<file path="src/rtl/demo_io_ctrl.sv">
// Front-panel demo controller: synchronises and debounces the board inputs, then issues step pulses or selects the display channel.
// Step pulse / channel change land DEB_CYCLES+3 edges after the raw press; no backpressure. Optional auto-scan under DEMO_AUTOSCAN_EN.
module demo_io_ctrl #(
  parameter  int DATA_W      = 16,
  parameter  int NUM_CH      = 4,
  parameter  int DEB_CYCLES  = 16,
  parameter  int SCAN_CYCLES = 1024,
  localparam int IDX_W       = (NUM_CH > 1) ? $clog2(NUM_CH) : 1
) (
  input  logic                     clk,
  input  logic                     rst,
  input  logic                     button,
  input  logic                     mode,
  input  logic                     RAMSel,
  input  logic [NUM_CH*DATA_W-1:0] ch_data,
  input  logic [NUM_CH-1:0]        ch_valid,
  output logic                     step_pulse,
  output logic                     ram_sel,
  output logic [IDX_W-1:0]         ch_idx,
  output logic [DATA_W-1:0]        out
);

  localparam int                CNT_W    = $clog2(DEB_CYCLES + 1);
  localparam logic [CNT_W-1:0]  CNT_LAST = CNT_W'(DEB_CYCLES - 1);

  if (NUM_CH < 2 || DEB_CYCLES < 2 || SCAN_CYCLES < 1) begin : g_param_chk
    $error("demo_io_ctrl: NUM_CH and DEB_CYCLES must be >= 2, SCAN_CYCLES >= 1");
  end

  typedef enum logic [1:0] {
    IDLE_LO      = 2'd0,
    PRESS_WAIT   = 2'd1,
    HELD_HI      = 2'd2,
    RELEASE_WAIT = 2'd3
  } deb_state_t;

  logic btn_s1, btn_s2, mode_s1, mode_s2, ram_s1;
  deb_state_t       state;
  logic [CNT_W-1:0] cnt;
  logic             evt_step, evt_view;
  logic             advance;
  logic [IDX_W-1:0] idx_nxt;

  always_ff @(posedge clk or negedge rst) begin
    if (!rst) begin
      btn_s1  <= 1'b0;
      btn_s2  <= 1'b0;
      mode_s1 <= 1'b0;
      mode_s2 <= 1'b0;
      ram_s1  <= 1'b0;
      ram_sel <= 1'b0;
    end else begin
      btn_s1  <= button;
      btn_s2  <= btn_s1;
      mode_s1 <= mode;
      mode_s2 <= mode_s1;
      ram_s1  <= RAMSel;
      ram_sel <= ram_s1;
    end
  end

  // Press event is registered together with the mode seen on the same edge,
  // so a mode flip mid-debounce cannot split one press into both actions.
  always_ff @(posedge clk or negedge rst) begin
    if (!rst) begin
      state    <= IDLE_LO;
      cnt      <= '0;
      evt_step <= 1'b0;
      evt_view <= 1'b0;
    end else begin
      evt_step <= 1'b0;
      evt_view <= 1'b0;
      case (state)
        IDLE_LO: begin
          if (btn_s2) begin
            state <= PRESS_WAIT;
            cnt   <= CNT_W'(1);
          end else begin
            cnt <= '0;
          end
        end
        PRESS_WAIT: begin
          if (!btn_s2) begin
            state <= IDLE_LO;
            cnt   <= '0;
          end else if (cnt == CNT_LAST) begin
            state    <= HELD_HI;
            cnt      <= '0;
            evt_step <= ~mode_s2;
            evt_view <= mode_s2;
          end else begin
            cnt <= cnt + 1'b1;
          end
        end
        HELD_HI: begin
          if (!btn_s2) begin
            state <= RELEASE_WAIT;
            cnt   <= CNT_W'(1);
          end else begin
            cnt <= '0;
          end
        end
        RELEASE_WAIT: begin
          if (btn_s2) begin
            state <= HELD_HI;
            cnt   <= '0;
          end else if (cnt == CNT_LAST) begin
            state <= IDLE_LO;
            cnt   <= '0;
          end else begin
            cnt <= cnt + 1'b1;
          end
        end
        default: begin
          state <= IDLE_LO;
          cnt   <= '0;
        end
      endcase
    end
  end

`ifdef DEMO_AUTOSCAN_EN
  localparam int SCAN_W = (SCAN_CYCLES > 1) ? $clog2(SCAN_CYCLES) : 1;

  logic [SCAN_W-1:0] scan_cnt;
  logic              scan_exp;

  assign scan_exp = mode_s2 && (scan_cnt == SCAN_W'(SCAN_CYCLES - 1));
  assign advance  = evt_view | scan_exp;

  // A press restarts the dwell so the operator gets a full period on the new channel.
  always_ff @(posedge clk or negedge rst) begin
    if (!rst) begin
      scan_cnt <= '0;
    end else if (!mode_s2 || evt_view || scan_exp) begin
      scan_cnt <= '0;
    end else begin
      scan_cnt <= scan_cnt + 1'b1;
    end
  end
`else
  assign advance = evt_view;
`endif

  assign idx_nxt = (ch_idx == IDX_W'(NUM_CH - 1)) ? '0 : ch_idx + 1'b1;

  always_ff @(posedge clk or negedge rst) begin
    if (!rst) begin
      step_pulse <= 1'b0;
      ch_idx     <= '0;
      out        <= '0;
    end else begin
      step_pulse <= evt_step;
      if (advance) begin
        ch_idx <= idx_nxt;
      end
      if (ch_valid[ch_idx]) begin
        out <= ch_data[ch_idx*DATA_W +: DATA_W];
      end
    end
  end

endmodule

</file>
<file path="config.mk">
export PLATFORM = sky130hd
export DESIGN_NAME = demo_io_ctrl
export DESIGN_NICKNAME = d
export VERILOG_FILES = /design/src/rtl/demo_io_ctrl.sv
export SDC_FILE = /design/constraint.sdc
export NUM_CORES = 1
export LEC_CHECK = 0
export BUFFER_PORTS_ARGS = -buffer_cell sky130_fd_sc_hd__buf_4
export CORE_MARGIN = 8
export CORE_UTILIZATION = 40
export DETAILED_ROUTE_END_ITERATION = 8
export PLACE_DENSITY_LB_ADDON = 0.12
export SLEW_MARGIN = 10
export SYNTH_ARGS = -nofsm -noshare
export SYNTH_HDL_FRONTEND = slang
export SYNTH_SLANG_ARGS = --single-unit
</file>
<file path="constraint.sdc">
create_clock -name clk -period 1.6 [get_ports clk]
set_input_delay 0.16 -clock clk [delete_from_list [all_inputs] [get_ports clk]]
set_output_delay 0.16 -clock clk [all_outputs]
set_load 0.01 [all_outputs]
</file>
## Word level (Yosys, flattened, before mapping)

Cells that the tools add are included.

- Memory bits (read-only): 0
- Memories: 0
- Flip-flop bits (word level): 34
- Input port bits: 73
- Bits in latches: 0
- RAM bits: 0

- Equality and inequality tests: 9
- Magnitude comparators: 1
- Div/mod/pow operators: 0
- $add $sub $neg: 2
- Shift operators: 1
- Reductions and logical operators: 2
- Multipliers: 0
- Muxes and demuxes: 22
- Bitwise logic cells: 1

Operator list:

| operator | count |
|---|---|
| $shiftx 64x7->16 | 1 |
| $pmux 5 s4 | 1 |
| $mux 5 | 3 |
| $mux 2 | 7 |
| $mux 1 | 9 |
| $pmux 2 s4 | 1 |
| $eq 2x2->1 const B | 3 |
| $ne 3x3->1 const B | 2 |
| $add 5x1->5 const B | 1 |
| $eq 5x4->1 const B | 1 |
| $ne 2x2->1 const B | 2 |
| $reduce_and 4->1 | 1 |
| $lt 2x3->1 const B | 1 |
| $add 2x1->2 const B | 1 |
| $bmux 1 s2 | 1 |
| $eq 2x1->1 const B | 1 |
| $logic_not 2->1 | 1 |
| $not 1->1 | 1 |

## Depth between registers and ports, before layout

Gate-level depths: netlist of run 1.

- Word-level depth: 4
- Gate-level depth with buffers: 5
- Mapped depth without buffers: 4

## Worst setup path after synthesis of run 1

Ideal clock, no wire load.

- Kind: reg-to-reg
- Start: register ch_idx[0]
- End: register out[0]
- Path slack: -0.173 ns
- Period minus slack after synthesis: 1.773 ns
- Arrival: 1.648 ns
- Stages on the path, launching flop included: 6
- Setup time: 0.125 ns
- Cells stage by stage: dfrtp_1 buf_6 mux4_2 buf_6 buf_12 mux2_4

- Word-level cells in the longest chain between the ends: 2

Ends and longest elaborated chain:

| element | RTL line | text |
|---|---|---|
| start, declared | 19 | `output logic [IDX_W-1:0] ch_idx,` |
| start signal, assigned | 155 | `ch_idx <= idx_nxt;` |
| branches (longest 2 deep; another with $shiftx 64x7->16) | n/a |  |
| end signal, assigned | 158 | `out <= ch_data[ch_idx*DATA_W +: DATA_W];` |
| end, declared | 20 | `output logic [DATA_W-1:0] out` |

Several ways; the timed one is not identified. The select of a mux whose other input is x is not followed.
A chain may end at the register's enable or synchronous reset.

## Final worst setup path of run 1

- Start: register ch_idx[0]
- End: register out[2]

The elaborated chain is that of the path after synthesis.

==> flow_summary.rst, run 1 <==
.. list-table::
   :header-rows: 1

   * - Metric
     - Value
   * - R2R Setup Slk
     - 30 ps
   * - Depth of the worst register-to-register path
     - 3
   * - Core footprint
     - 0.004058 mm²
   * - Number of synthesis warnings
     - 0
   * - DR DRC count
     - 0
   * - Filler-free cell count of the finished design
     - 253
   * - Final setup viols
     - 0
   * - Status
     - complete, no violations
   * - Sequential element share of the synthesized area
     - 0.4971
   * - Number of nets produced by synthesis
     - 173
   * - Most common cell after layout, fill and taps aside
     - buf_4
   * - Achievable clock frequency
     - 635.7 MHz
   * - Fraction of final layout cells with drive strength greater than 1
     - 0.6749
   * - # nets final
     - 277
   * - Crit end category
     - flop
   * - Complex-gate fraction of the synthesized area
     - 0.002924
   * - PD cells
     - 793.6 mW/mm²
   * - Die X
     - 81.42 µm
   * - Fraction of synthesized cell area in xor and xnor cells
     - 0.01535
   * - Die area
     - 0.006628 mm²
   * - Number of search-and-repair iterations in the first detailed-routing pass
     - 4
   * - Worst slew slack as a fraction of its limit
     - 0.7103
   * - Final critical path time including I/O delays and setup
     - 1573 ps
   * - Average detailed-routed wire length per instance
     - 17.79 µm
   * - Bufs on Longest Clock Path
     - 2
   * - All-Layer GR Usage
     - 0.1447
   * - I/O pin total
     - 93
   * - CTS clock-pin slew for the worst setup and hold paths
     - 70 ps
   * - Placed wire-length estimate after detailed placement
     - 3558 µm
   * - Initial DRC Count
     - 29
   * - Leakage power figure
     - 1.261 nW
   * - VDD IR-drop max
     - 587.2 µV
   * - CTS buffer count
     - 5
   * - Mean number of vias per cell
     - 5.119
   * - Netlist cell types
     - 23
   * - Simple-gate share of the synthesized area
     - 0.05190
   * - Final Power
     - 2.089 mW
   * - Antenna Diode Count
     - 0
   * - Class of the tightest hold or removal check
     - in -> reg
   * - Commonest cells after routing, fill and taps aside
     - buf_4 (95), dfrtp_1 (33), mux4_2 (10), mux2_4 (10), mux2_2 (9)
   * - Wire length after detailed routing
     - 4501 µm
   * - Layout-stage area growth over the synthesis result
     - 53.80%
   * - Period utilization
     - 0.9832
   * - Overflow left after global routing
     - 0
   * - Vias in the first global route
     - 1569
   * - Slew @ Worst Pin
     - 434.5 ps
   * - Worst setup path class
     - reg -> reg
   * - Setup repair after global routing missed its margin
     - yes
   * - Starting utilization of the core area
     - 0.4218
   * - Adder-Cell Fraction of Synth Area
     - 0.01462
   * - Number of sinks handled by clock tree synthesis
     - 34
   * - Number of standard cells after synthesis
     - 98
   * - Global-route wire length before repair
     - 7376 µm
   * - Number of cells on the worst hold path
     - 3
   * - Biggest fanout along the worst timing path
     - 10
   * - Final-report max-slew violation count
     - 0
   * - Filler cells
     - 314
   * - Via count
     - 1295
   * - Number of flip-flops and latches in the synthesized netlist
     - 34
   * - Layout Skew
     - 3.837 ps
   * - Kind of start point of the critical path
     - flop
   * - Synth Cell Area
     - 0.001712 mm²
   * - Master cell of the clock root buffer
     - clkbuf_8
   * - Largest net degree at the start of global routing
     - 35
   * - Number of hold violations in the final report
     - 0
   * - DRT antenna net count
     - 0
   * - CTS tree
     - done
   * - Number of instances in the placed design
     - 241
   * - Required @ worst endpoint
     - 1760 ps
   * - H-tree levels
     - 2
   * - Number of setup buffers added after CTS
     - 0
   * - Clock latency of the later-clocked register in the worst-skew pair
     - 280 ps
   * - Combinational family with the most area after synthesis
     - multiplexers
   * - Die height
     - 81.42 µm
   * - Post-synthesis area per instance
     - 17.47 µm²
   * - MaxCap Viol Count
     - 0
   * - WP data arrival
     - 1740 ps
   * - Number of standard-cell rows in the floorplan
     - 23
   * - Antenna violations before repair
     - 0
   * - Mux cell area share after synthesis
     - 0.3860
   * - Port bufs
     - 92
   * - Routability Congestion
     - 0.7674
-- synth_stat cells (all sizes together) --
cell type / number / share of area
and4: 1 / 0.0051
mux4: 17 / 0.24
xor2: 2 / 0.010
ha: 2 / 0.015
and3: 1 / 0.0037
and2: 2 / 0.0073
dfrtp: 34 / 0.50
nor2b: 1 / 0.0037
nor3b: 1 / 0.0044
nor3: 1 / 0.0029
buf: 4 / 0.028
o21ai: 1 / 0.0029
clkbuf: 2 / 0.0044
mux2: 19 / 0.15
xnor2: 1 / 0.0051
and4b: 1 / 0.0058
nand2: 3 / 0.0066
nor2: 3 / 0.0066
nand3: 2 / 0.0058
-- routing by layer --
layer | vias up | wire (µm) | share of wire | global-route usage
met3 | 2 | 507 | 0.11 | 0.06441
met5 | - | 0 | 0 | 0
met2 | 67 | 2224 | 0.49 | 0.2514
li1 | 585 | - | - | -
met1 | 641 | 1750 | 0.39 | 0.1591
met4 | 0 | 19 | 0.0042 | 0.03214
-- logic make-up (layout without fill, tap and decap cells) --
family                     after synthesis  after routing
AOI/OAI and AO/OA                        1              1
xor gates and xnor gates                 3              3
adders and majority gates                2              2
buffers and inverters                    6            111
DFF                                     34             34
muxes                                   36             36
and+or+nand+nor                         16             16
-- critical path, cell delays in order, from the launching register on --
cell and delay [ps]:
dfrtp_2 420, mux4_2 550, buf_6 180, mux2_4 300
-- per-stage QoR --
stage | setup slack (ps) | TNS (ps) | hold slack, ps | util | instance area, µm²
after global routing | -15.60 | -92.70 | 321.0 | 0.6488 | 2633
final | 26.88 | 0 | 313.1 | 0.6488 | 2633
after detailed placement | -2.131 | -2.131 | 135.4 | 0.6068 | 2462
after CTS | -18.00 | -30.33 | 307.5 | 0.6448 | 2616
after floorplan | -172.8 | -1750 | -135.6 | - | 1712
after global placement | 54.46 | 0 | 130.0 | 0.6068 | 2462
-- layout make-up --
type	count	area (µm²)	area share
clock inverters	3	45.04	0.01711
flip-flops and latches	34	852.1	0.3237
clock buffers	5	68.82	0.02614
well taps	50	62.56	0.02376
repair buffers	103	798.3	0.3032
multi-input cells	58	805.8	0.3061
-- final timing paths --
kind,endpoint,startpoint
max in group asynchronous,ch_idx[0]$_DFFE_PN0P_,rst
min in group asynchronous,out[7]$_DFFE_PN0P_,rst
worst max register to register,out[2]$_DFFE_PN0P_,ch_idx[0]$_DFFE_PN0P_
worst min register to register,mode_s2$_DFF_PN0_,mode_s1$_DFF_PN0_
worst max-delay path,out[2]$_DFFE_PN0P_,ch_idx[0]$_DFFE_PN0P_
worst min-delay path,out[5]$_DFFE_PN0P_,ch_data[53]
-- where the power goes --
part | internal, mW | switching [mW]
clock | 0.463 | 0.317
sequential | 0.912 | 0.0305
combinational | 0.253 | 0.113
-- sequential cells by signal (all words and copies together), names as in the netlist, named ones only --
register	flops
btn_s2	1
ch_idx	2
step_pulse	1
mode_s1	1
out	16
ram_sel	1
btn_s1	1
cnt	5
mode_s2	1
state	1
evt_step	1
ram_s1	1
advance	1
-- what timing repair did --
action                                 CTS  global route
setup endpoints to repair                6            16
endpoints found under the hold margin   37             0
hold buffers                             4             0
resized for setup                        0             5
Power figures use the tool's default switching activity.
==> run 2, diff against run 1 <==
--- a/config.mk
+++ b/config.mk
@@ -6,8 +6,10 @@
 export NUM_CORES = 1
 export LEC_CHECK = 0
 export BUFFER_PORTS_ARGS = -buffer_cell sky130_fd_sc_hd__buf_4
+export CORE_ASPECT_RATIO = 1.2
 export CORE_MARGIN = 8
-export CORE_UTILIZATION = 40
+export CORE_UTILIZATION = 41
+export CTS_BUF_LIST = sky130_fd_sc_hd__clkbuf_2
 export DETAILED_ROUTE_END_ITERATION = 8
 export PLACE_DENSITY_LB_ADDON = 0.12
 export SLEW_MARGIN = 10
==> run 2 against run 1 <==
Global-route usage shrank 0.79 points. Sequential cell count is the same. Combinational power is essentially flat. Routed wire length shrank 2.4%. Via count is essentially flat. Clock power shrank 51%.
==> flow_summary.rst, run 2 (synthesis gave the netlist of run 1 again) <==
.. list-table::
   :header-rows: 1

   * - Metric
     - Value
   * - CTS buffer count
     - 5 (unchanged)
   * - Placed standard-cell area
     - 0.002480 mm² (+0.71%)
   * - Final critical path time including I/O delays and setup
     - 1569 ps (-4.227 ps)
   * - Port bufs
     - 92 (unchanged)
   * - Number of search-and-repair iterations in the first detailed-routing pass
     - 4 (unchanged)
   * - Die height
     - 86.78 µm (+6.6%)
   * - Filler-free cell count of the finished design
     - 257 (+1.6%)
   * - Switching power of the nets
     - 426.9 µW (-7.3%)
   * - Layout Skew
     - 11.82 ps (+7.982 ps)
   * - Crit end category
     - flop
   * - Cell breakdown of the critical path
     - mux4_2, buf_4, mux2_4
   * - Most common cell after layout, fill and taps aside
     - buf_4
   * - Global-route wire length before repair
     - 6679 µm (-9.4%)
   * - Sum of negative setup slack
     - 0 ps (unchanged)
   * - DR DRC count
     - 0 (unchanged)
   * - Largest net degree at the start of global routing
     - 35 (unchanged)
   * - Switching share of power
     - 0.2525 (+0.03202)
   * - Kind of cell adding the most delay to the critical path
     - multiplexers
   * - Kind of start point of the critical path
     - flop
   * - Setup repair after global routing missed its margin
     - yes
   * - VDD IR-drop max
     - 585.3 µV (-0.32%)
   * - Via count
     - 1294 (-0.077%)
   * - Mean number of vias per cell
     - 5.035 (-1.6%)
   * - All-Layer GR Usage
     - 0.1368 (-0.007873)
   * - Class of the tightest hold or removal check
     - in -> reg
   * - Fraction of final layout cells with drive strength greater than 1
     - 0.6700 (-0.004926)
   * - H-tree levels
     - 2 (unchanged)
   * - Required @ worst endpoint
     - 1860 ps (+100 ps)
   * - Minimum setup slack after placement
     - -16.22 ps (-14.09 ps)
   * - Biggest fanout along the worst timing path
     - 8 (-2)
   * - Die area
     - 0.006507 mm² (-1.8%)
   * - Final Power
     - 1.691 mW (-19%)
   * - Antenna violations before repair
     - 0 (unchanged)
   * - Layout-stage area growth over the synthesis result
     - 49.71%
   * - MaxCap Viol Count
     - 0 (unchanged)
   * - Final hold slack
     - 217.3 ps (-95.79 ps)
   * - Routability Congestion
     - 0.7733 (+0.77%)
   * - Leakage power figure
     - 1.236 nW (-2.0%)
   * - Antenna Diode Count
     - 0 (unchanged)
   * - Crit path setup slack, layout
     - 31.11 ps (+4.227 ps)
   * - Worst setup path class
     - reg -> reg
   * - Placed wire-length estimate after detailed placement
     - 3580 µm (+0.63%)
   * - Number of sinks handled by clock tree synthesis
     - 34 (unchanged)
   * - DRT antenna net count
     - 0 (unchanged)
   * - Largest Register
     - out
   * - Average detailed-routed wire length per instance
     - 17.09 µm (-4.0%)
   * - Clk pwr share
     - 0.227 (-0.147)
   * - Bufs on Longest Clock Path
     - 2 (unchanged)
   * - Number of setup buffers added after CTS
     - 0 (unchanged)
   * - Period utilization
     - 0.9806 (-0.002642)
   * - Part of the power in registers
     - 0.558 (+0.107)
   * - Max reg flops
     - 16 (unchanged)
   * - Wire length after detailed routing
     - 4391 µm (-2.4%)
   * - Core footprint
     - 0.003973 mm² (-2.1%)
   * - Achievable clock frequency
     - 637.4 MHz (+0.27%)
   * - Final setup viols
     - 0 (unchanged)
   * - Slowest cell on crit path
     - mux4_2
   * - Status
     - complete, no violations
   * - Cell-internal power
     - 1.264 mW (-22%)
   * - Registers with the most flip-flops
     - out: 16 flops, cnt: 5 flops, ch_idx: 2 flops
   * - Proportion of power drawn by combinational gates
     - 0.215 (+0.040)
   * - Worst slew slack as a fraction of its limit
     - 0.7221 (+0.01182)
   * - WP data arrival
     - 1830 ps (+90 ps)
   * - I/O pin total
     - 93 (unchanged)
   * - Worst path max stage delay
     - 520 ps (-30 ps)
   * - # nets final
     - 277 (unchanged)
   * - Overflow left after global routing
     - 0 (unchanged)
   * - Starting utilization of the core area
     - 0.4309 (+0.009035)
   * - Slew @ Worst Pin
     - 416.8 ps (-17.74 ps)
   * - Fraction of the core area covered by cells at the end of the flow
     - 0.6450 (-0.003743)
   * - Final-report max-slew violation count
     - 0 (unchanged)
   * - Die X
     - 74.98 µm (-7.9%)
   * - Number of hold violations in the final report
     - 0 (unchanged)
   * - Number of standard-cell rows in the floorplan
     - 25 (+8.7%)
   * - Vias in the first global route
     - 1447 (-7.8%)
   * - Master cell of the clock root buffer
     - clkbuf_2
   * - Commonest cells after routing, fill and taps aside
     - buf_4 (98), dfrtp_1 (33), mux4_2 (10), mux2_4 (10), mux2_2 (9)
   * - CTS clock-pin slew for the worst setup and hold paths
     - 180 ps (+110 ps)
   * - PD cells
     - 659.8 mW/mm² (-17%)
   * - Number of instances in the placed design
     - 245 (+1.7%)
   * - Clock latency of the later-clocked register in the worst-skew pair
     - 360 ps (+80 ps)
   * - Buffers & Inverters on Critical Path
     - 1 (unchanged)
   * - Final Instance Area
     - 0.002562 mm² (-2.7%)
   * - CTS tree
     - done
   * - Initial DRC Count
     - 28 (-3.4%)
==> run 2: cell types whose count changed in the layout (fill, tap and decap cells not counted), moves of 3 or more <==
cell | before | now
clkbuf_8 | 5 | 0
clkbuf_2 | 0 | 5
buf_6 | 4 | 0
buf_4 | 95 | 98
==> run 2: path summary, 6_finish.rpt <==
check	start	slack (ps)	cells after the start	end
setup / recovery	ch_idx[0]$_DFFE_PN0P_	30	3	out[12]$_DFFE_PN0P_
hold / removal	ch_data[8]	220	3	out[8]$_DFFE_PN0P_
setup reg to reg	ch_idx[0]$_DFFE_PN0P_	30	3	out[12]$_DFFE_PN0P_
hold reg to reg	mode_s1$_DFF_PN0_	370	0	mode_s2$_DFF_PN0_
max in group asynchronous	rst	1000	2	ch_idx[0]$_DFFE_PN0P_
min in group asynchronous	rst	260	2	out[14]$_DFFE_PN0P_
==> run 2: power by group through the flow <==
stage | Clock (mW) | Sequential (mW) | Combinational (mW)
global placement | 0 | 0.958 | 0.353
detailed placement | 0 | 0.959 | 0.361
finish | 0.384 | 0.944 | 0.363
CTS | 0.403 | 0.944 | 0.369
global route | 0.427 | 0.949 | 0.389
floorplan | 0 | 0.974 | 0.113
==> run 2: repair_timing <==
action                                  4_1_cts  5_1_grt
hold buffers                                  4        0
endpoints found under the setup margin       14        5
endpoints found under the hold margin        37        0
gates resized for setup                       1        0
==> run 2: routing by layer <==
| metal | routed length [µm] | vias up | track usage |
|---|---|---|---|
| met1 | 1707 | 632 | 0.1480 |
| li1 | - | 592 | - |
| met5 | 0 | - | 0 |
| met4 | 34 | 0 | 0.03214 |
| met2 | 2166 | 66 | 0.2331 |
| met3 | 483 | 4 | 0.06236 |
==> run 2: worst min-delay path: stages <==
cell	delay, ps
buf_4	70
mux4_1	200
mux2_4	130
==> run 2: area by class of cell <==
class / count / area, µm²
repair buffers: 103 / 795.8
fillers: 324 / 1410
well taps: 54 / 67.56
clock buffers: 5 / 25.02
clock inverters: 3 / 16.27
flip-flops and latches: 34 / 852.1
multi-input cells: 58 / 805.8
